**config.mk**
```make
export PLATFORM = sky130hd
export DESIGN_NAME = condicionador_botoes
export DESIGN_NICKNAME = d
export VERILOG_FILES = /design/src/rtl/condicionador_pkg.sv /design/src/rtl/sincronizador_2ff.sv /design/src/rtl/condicionador_botoes.sv
export SDC_FILE = /design/constraint.sdc
export NUM_CORES = 1
export LEC_CHECK = 0
export BUFFER_PORTS_ARGS = -buffer_cell sky130_fd_sc_hd__buf_2
export CORE_MARGIN = 2
export CORE_UTILIZATION = 60
export CTS_CLUSTER_DIAMETER = 60
export CTS_CLUSTER_SIZE = 40
export DETAILED_ROUTE_END_ITERATION = 16
export GPL_TIMING_DRIVEN = 0
export PLACE_DENSITY = 0.81
export SYNTH_ARGS = -nofsm -noshare
export SYNTH_HDL_FRONTEND = slang
export SYNTH_SLANG_ARGS = --single-unit
export TNS_END_PERCENT = 20
```
**constraint.sdc**
```tcl
create_clock -name clock -period 4.9 [get_ports clock]
set_clock_uncertainty 0.2 [all_clocks]
set_input_delay 1.225 -clock clock [delete_from_list [all_inputs] [get_ports clock]]
set_output_delay 1.225 -clock clock [all_outputs]
set_load 0.01 [all_outputs]
```
**src/rtl/condicionador_pkg.sv**
```systemverilog
// Shared definitions for the button-conditioning stage.
//   estado_t         : FSM state encoding, also exported on db_estado
//   BOTOES_W         : number of push buttons
//   DEBOUNCE_PADRAO  : default debounce length in clock cycles
//   eh_one_hot()     : true when exactly one bit of a button pattern is set
package condicionador_pkg;

  localparam int unsigned BOTOES_W        = 4;
  localparam int unsigned DEBOUNCE_PADRAO = 5;

  typedef enum logic [2:0] {
    ESPERA         = 3'd0,
    FILTRA         = 3'd1,
    REGISTRA       = 3'd2,
    REJEITA        = 3'd3,
    AGUARDA_SOLTAR = 3'd4
  } estado_t;

  // x & (x-1) clears the lowest set bit, so zero result means at most one bit.
  function automatic logic eh_one_hot(input logic [BOTOES_W-1:0] x);
    return (x != '0) && ((x & (x - 1'b1)) == '0);
  endfunction

endpackage

```
**src/rtl/sincronizador_2ff.sv**
```systemverilog
// Two-flop synchroniser for an asynchronous bus.
//   clock     : destination clock
//   reset     : synchronous, active-high; clears both stages
//   assincrono: raw asynchronous input levels
//   sincrono  : levels after two flops, safe to use in the clock domain
module sincronizador_2ff #(
  parameter int unsigned WIDTH = 1
) (
  input  logic             clock,
  input  logic             reset,
  input  logic [WIDTH-1:0] assincrono,
  output logic [WIDTH-1:0] sincrono
);

  logic [WIDTH-1:0] estagio1;

  always_ff @(posedge clock) begin
    if (reset) begin
      estagio1 <= '0;
      sincrono <= '0;
    end else begin
      estagio1 <= assincrono;
      sincrono <= estagio1;
    end
  end

endmodule

```
**src/rtl/condicionador_botoes.sv**
```systemverilog
// Push-button conditioner: synchronises, debounces and validates presses,
// producing one one-hot play code and a single strobe per physical press.
//   clock      : system clock, rising edge
//   reset      : synchronous, active-high
//   botoes     : raw asynchronous button levels, active-high
//   jogada     : last accepted one-hot code, held until the next accepted press
//   tem_jogada : one-cycle strobe, jogada valid in the same cycle
//   multipla   : one-cycle strobe, a stable multi-button pattern was rejected
//   db_estado  : current FSM state code
module condicionador_botoes
  import condicionador_pkg::*;
#(
  parameter int unsigned DEBOUNCE_CYCLES = DEBOUNCE_PADRAO
) (
  input  logic                clock,
  input  logic                reset,
  input  logic [BOTOES_W-1:0] botoes,
  output logic [BOTOES_W-1:0] jogada,
  output logic                tem_jogada,
  output logic                multipla,
  output logic [2:0]          db_estado
);

  localparam logic [7:0] CONT_FIM = 8'(DEBOUNCE_CYCLES - 1);

  logic [BOTOES_W-1:0] botoes_s;
  logic [BOTOES_W-1:0] padrao;
  logic [7:0]          cont;
  estado_t             estado;

  sincronizador_2ff #(
    .WIDTH(BOTOES_W)
  ) u_sinc (
    .clock     (clock),
    .reset     (reset),
    .assincrono(botoes),
    .sincrono  (botoes_s)
  );

  always_ff @(posedge clock) begin
    if (reset) begin
      estado <= ESPERA;
      padrao <= '0;
      cont   <= '0;
      jogada <= '0;
    end else begin
      unique case (estado)
        ESPERA: begin
          if (botoes_s != '0) begin
            padrao <= botoes_s;
            cont   <= 8'd1;
            estado <= FILTRA;
          end
        end

        FILTRA: begin
          if (botoes_s == '0) begin
            estado <= ESPERA;
          end else if (botoes_s != padrao) begin
            // Pattern changed: restart filtering on the new pattern.
            padrao <= botoes_s;
            cont   <= 8'd1;
          end else if (cont != CONT_FIM) begin
            cont <= cont + 8'd1;
          end else if (eh_one_hot(padrao)) begin
            jogada <= padrao;
            estado <= REGISTRA;
          end else begin
            estado <= REJEITA;
          end
        end

        REGISTRA, REJEITA: begin
          cont   <= '0;
          estado <= AGUARDA_SOLTAR;
        end

        AGUARDA_SOLTAR: begin
          if (botoes_s != '0) begin
            cont <= '0;
          end else if (cont == CONT_FIM) begin
            estado <= ESPERA;
          end else begin
            cont <= cont + 8'd1;
          end
        end

        default: estado <= ESPERA;
      endcase
    end
  end

  assign tem_jogada = (estado == REGISTRA);
  assign multipla   = (estado == REJEITA);
  assign db_estado  = estado;

endmodule

```
# Yosys cells after proc, flatten, opt, wreduce, memory -nomap -nowiden

Index checks and enable logic that the tools add are counted.

Flip-flop bits (word level): 27
Bits of input ports: 6
Output and inout bits: 9
Word-level logic and storage cells: 60

Add/sub/neg operators: 2
Equality and inequality tests: 16
Mux-type cells: 19
Bitwise operators: 4
Reduce and logical (&&, ||, !) cells: 13

Operators by type and width:

| kind                                                                     | number |
|---|---|
| 8-bit two-way mux                                                        | 6 |
| 8-bit case mux with 4 select lines                                       | 1 |
| 3-bit two-way mux                                                        | 6 |
| 5-bit AND reduction                                                      | 3 |
| 4-bit two-way mux                                                        | 3 |
| 3-bit inequality test (second input constant)                            | 4 |
| 3-bit case mux with 4 select lines                                       | 1 |
| 4-bit nonzero test                                                       | 3 |
| 2-bit inequality test (second input constant)                            | 5 |
| 8-bit by 1-bit adder with 8-bit output (second input constant)           | 1 |
| 8-bit by 3-bit == test with 1-bit output (second input constant)         | 1 |
| 4-bit zero test                                                          | 2 |
| 8-bit by 3-bit inequality test with 1-bit output (second input constant) | 1 |
| 4-bit case mux with 2 select lines                                       | 1 |
| 3-bit by 2-bit == test with 1-bit output (second input constant)         | 2 |
| 4-bit AND                                                                | 1 |
| 4-bit inequality test                                                    | 1 |
| 4-bit AND reduction                                                      | 1 |
| 4-bit by 1-bit subtractor with 4-bit output (second input constant)      | 1 |
| 3-bit by 1-bit == test with 1-bit output (second input constant)         | 1 |
| 3-bit == test (second input constant)                                    | 1 |
| 3-bit zero test                                                          | 1 |
| 1-bit inverter                                                           | 3 |
| 2-bit nonzero test                                                       | 1 |
| other kinds (3)                                                          | 3 |

# Depth between registers and ports, before layout

Depth after elaboration: 9
Gate-level depth with buffers: 8
Mapped depth without buffers: 7

# By module

From an unflattened synthesis, not the netlist that was laid out.

Cells, all modules: 148
Area total of the unflattened synthesis: 1322.5 um^2

By module, submodules not included:

| module               | times used | cells an instance | area an instance (um^2) | seq. area each (um^2) |
|---|---|---|---|---|
| condicionador_botoes | 1          | 132               | 1112.3                  | 380.4 |
| sincronizador_2ff    | 1          | 16                | 210.2                   | 160.2 |

# Least setup slack after synthesis

No wires, ideal clock.

Path type: input to register
From: input reset
To: register cont[2]
Setup time: 0.092 ns
Data arrival time: 2.119 ns
Required time: 4.608 ns
Slack: 2.489 ns
Cell stages on the path: 4
Buffers on the path: 1
Cells stage by stage: clkbuf_1 a311oi_1 nand2_1 o32ai_1

RTL lines:

| element              | line                       | source |
|---|---|---|
| from (decl)          | condicionador_botoes.sv:16 | `input logic reset,` |
| to (signal assigned) | condicionador_botoes.sv:64 | `cont <= cont + 8'd1;` |
| to (signal assigned) | condicionador_botoes.sv:84 | `cont <= cont + 8'd1;` |
| to (decl)            | condicionador_botoes.sv:28 | `logic [7:0] cont;` |

# Final worst setup path

From: register estado[0], in the netlist db_estado[0]
To: output multipla

Longest elaborated chain between the ends: 1

RTL lines:

| element                                  | line                       | source |
|---|---|---|
| from (decl)                              | condicionador_botoes.sv:29 | `estado_t estado;` |
| from (signal assigned)                   | condicionador_botoes.sv:42 | `estado <= ESPERA;` |
| from (signal assigned)                   | condicionador_botoes.sv:52 | `estado <= FILTRA;` |
| from (signal assigned)                   | condicionador_botoes.sv:58 | `estado <= ESPERA;` |
| 3-bit by 2-bit == test with 1-bit output | condicionador_botoes.sv:94 | `assign multipla = (estado == REJEITA);` |
| to (decl)                                | condicionador_botoes.sv:20 | `output logic multipla,` |

No other way between the ends.

==> impl_metrics.ini <==
[finish]
n_antenna_cell = 0
nets = 187
final_cells = 206
areaGrowthSynthToFinish_pct = 9.18
fillCellCount = 177
final_core_util_pct = 70.0
drive_gt1_share_pct = 20.2

[global_route]
grt_util_all_layers_pct = 26.1
grt_max_degree = 18
grt_pass1_vias = 1189
grt_antenna_before_repair = 0
overflow = 0
grt_pass1_wl_um = 5240

[worst_setup_path]
worstRegToRegCells = 7
criticalPathCategory = flip-flop to primary output
r2r_end = cont[0]
crit_chain = buf_2 > inv_1 > nor3_1 > buf_2
startpoint_type = flip-flop
r2r-start = cont[0]
crit_top_cell = buf_2
crit_start = db_estado[0]
crit_slowest_cell = dfxtp_1
worstPathArrival_ns = 1.35
cp-end-kind = primary output
worstPathMaxFanout = 9
r2r_setup_slack_ns = 2.49
cpPeakStageDelay_ns = 0.35
crit_required_ns = 3.47

[cts]
htreeDepth = 1
clk_path_buf_depth = 2
clk_pin_slew_worst_paths_ns = 0.16
root_buffer = clkbuf_4
cts.repair.resized = 0
cts_setup_buffers = 0
cts_hold_buf = 0
tritoncts = done
clock_latency_ns = 0.35
cts_sinks = 27
cts_buffers = 3

[place]
gp_congestion = 0.870
io_buffers = 13
pre_cts_slack_ns = 2.18
place_hpwl_um = 2190
dp.cells = 202

[floorplan]
ios = 15
start_util_pct = 64.1
rows = 17
die_h_um = 52.8
fp.dieW_um = 52.8
dieArea_mm2 = 0.00279
design.core.area_mm2 = 0.00223

[pwr]
power_density_mw_per_mm2 = 319
pwr-share-clk_pct = 21.5
netSwitchingFraction_pct = 35.6
p_int_mw = 0.321
pwr-share-seq_pct = 48.8
leakage_nw = 0.558
netSwitchingPower_mw = 0.177
ir_worst_vdd_mv = 0.233
combPwrFrac_pct = 29.7

[hold_path]
worst_hold_path.num_cells = 1
min_to = u_sinc.sincrono[0]
worstHoldStart = u_sinc.estagio1[0]
hold_path_class = flip-flop to flip-flop

[logic_synthesis]
syn_inst = 161
syn-mean-instance-area_um2 = 8.89
ys_async_sr_fraction_pct = 0
synth-warning-count = 0
synth_area_leaders = dfxtp_1 38%, a211oi_1 4.2%, nor2b_1 3.9%
ys_types = 48
syn-num-nets = 169
yosysSeqAreaShare_pct = 37.8
synth_ff_type = dfxtp_1
synth_area_leader_cell = dfxtp_1
synth_edf_count = 0
synth_area_mm2 = 0.00143
netlist.area_leader.share_pct = 37.8
ys_ff_latch = 27
post-synth-top-count-cell = dfxtp_1
synth.cells.most_frequent = 27 x dfxtp_1, 11 x o21ai_0, 9 x a21oi_1, 9 x nand3_1, 9 x nor2b_1

[sta]
final.setup.tns_ns = 0
whs_ns = 0.258
finalSetupViolCount = 0
relSlewSlack_pct = 63.7
rsz0062_at_grt = no
fin_crit_sh_pct = 56.6
slew_viol_final = 0
min_period_ns = 2.78
fmax_ghz = 0.360
worstMarginPinSlew_ns = 0.541
finalHoldViolations = 0
fin_ws_ns = 2.12

[routing]
wl_per_cell_um = 15.1
routed_wl_um = 3120
dr.first_iter.drc_count = 40
vias = 1277
ant_nets = 0
first_pass_iters = 4
drcViolationCount = 0
vias_per_cell = 6.20

[flow_run]
drv_cap = 0

[outcome]
outcome = finished clean
==> cell type report <==
type / instances / area (µm²) / share of cell area [%]
plain buffers: 7 / 30.0 / 1.92
clock buffers: 3 / 22.5 / 1.44
clock inverters: 1 / 8.76 / 0.560
inverters: 6 / 22.5 / 1.44
multi-input cells: 121 / 838 / 53.6
flip-flops and latches: 27 / 541 / 34.6
well taps: 28 / 35.0 / 2.24
repair buffers: 13 / 65.1 / 4.16
==> flip-flops by register name, summed over array words and instances (netlist names) <==
register,count
u_sinc.sincrono,4
cont,8
u_sinc.estagio1,4
db_estado,3
jogada,4
padrao,4
==> power groups by stage <==
stage | clock network (mW) | registers (mW) | logic (mW)
3_3_place_gp | 0 | 0.247 | 0.140
6_report | 0.107 | 0.243 | 0.148
2_1_floorplan | 0 | 0.246 | 0.114
5_1_grt | 0.114 | 0.245 | 0.162
3_5_place_dp | 0 | 0.247 | 0.144
4_1_cts | 0.108 | 0.243 | 0.145
==> critical path: cells and delay by family, from the launching register on <==
family,cells,cell delay (ns)
simple gates,1,0.19
flops,1,0.35
buf+inv,3,0.46
==> placed cells by master, fill, tap and decap left out, drive strengths merged, types with 2 or more instances in the layout <==
cell type and instances:
nor2b 9, or2 4, a211oi 8, xnor2 4, nor4b 4, nand2 6, and3 3, clkbuf 7
or2b 2, nor2 9, dfxtp 27, ha 2, inv 7, nor3 5, buf 16, nand3 9
o31ai 2, nor4 2, o32ai 2, a21oi 9, o22ai 5, nand2b 7, o21ai 12, mux2i 4
==> logic make-up after synthesis <==
| group | count (synthesis) | share of synthesized area [%] |
|---|---|---|
| AOI/OAI and AO/OA | 45 | 20.8 |
| xor gates and xnor gates | 5 | 3.06 |
| adders and majority gates | 2 | 1.75 |
| buffers and inverters | 13 | 3.67 |
| DFF | 27 | 37.8 |
| muxes | 4 | 2.80 |
| and+or+nand+nor | 65 | 30.2 |
==> per-layer routing <==
metal	global-route usage (%)	up-vias	part of all wire (%)
li1	-	625	-
met1	32.3	595	45
met5	0	-	0
met4	15.0	0	1.6
met2	43.3	53	48
met3	3.43	4	5.7
==> worst max path at each step <==
stage,to,slack (ns),cells past startpoint
finish,multipla,2.12,4
global route,multipla,2.03,4
CTS,multipla,2.13,4
detailed placement,cont[2],2.18,4
global placement,cont[2],2.24,4
floorplan,cont[2],2.49,4
==> metrics by stage <==
step | area, µm² | power, mW
finish | 1560 | 0.498
global route | 1560 | 0.521
CTS | 1560 | 0.496
detailed placement | 1530 | 0.392
global placement | 1530 | 0.387
floorplan | 1430 | 0.360
Note: power is estimated with default switching activity, not from simulation.
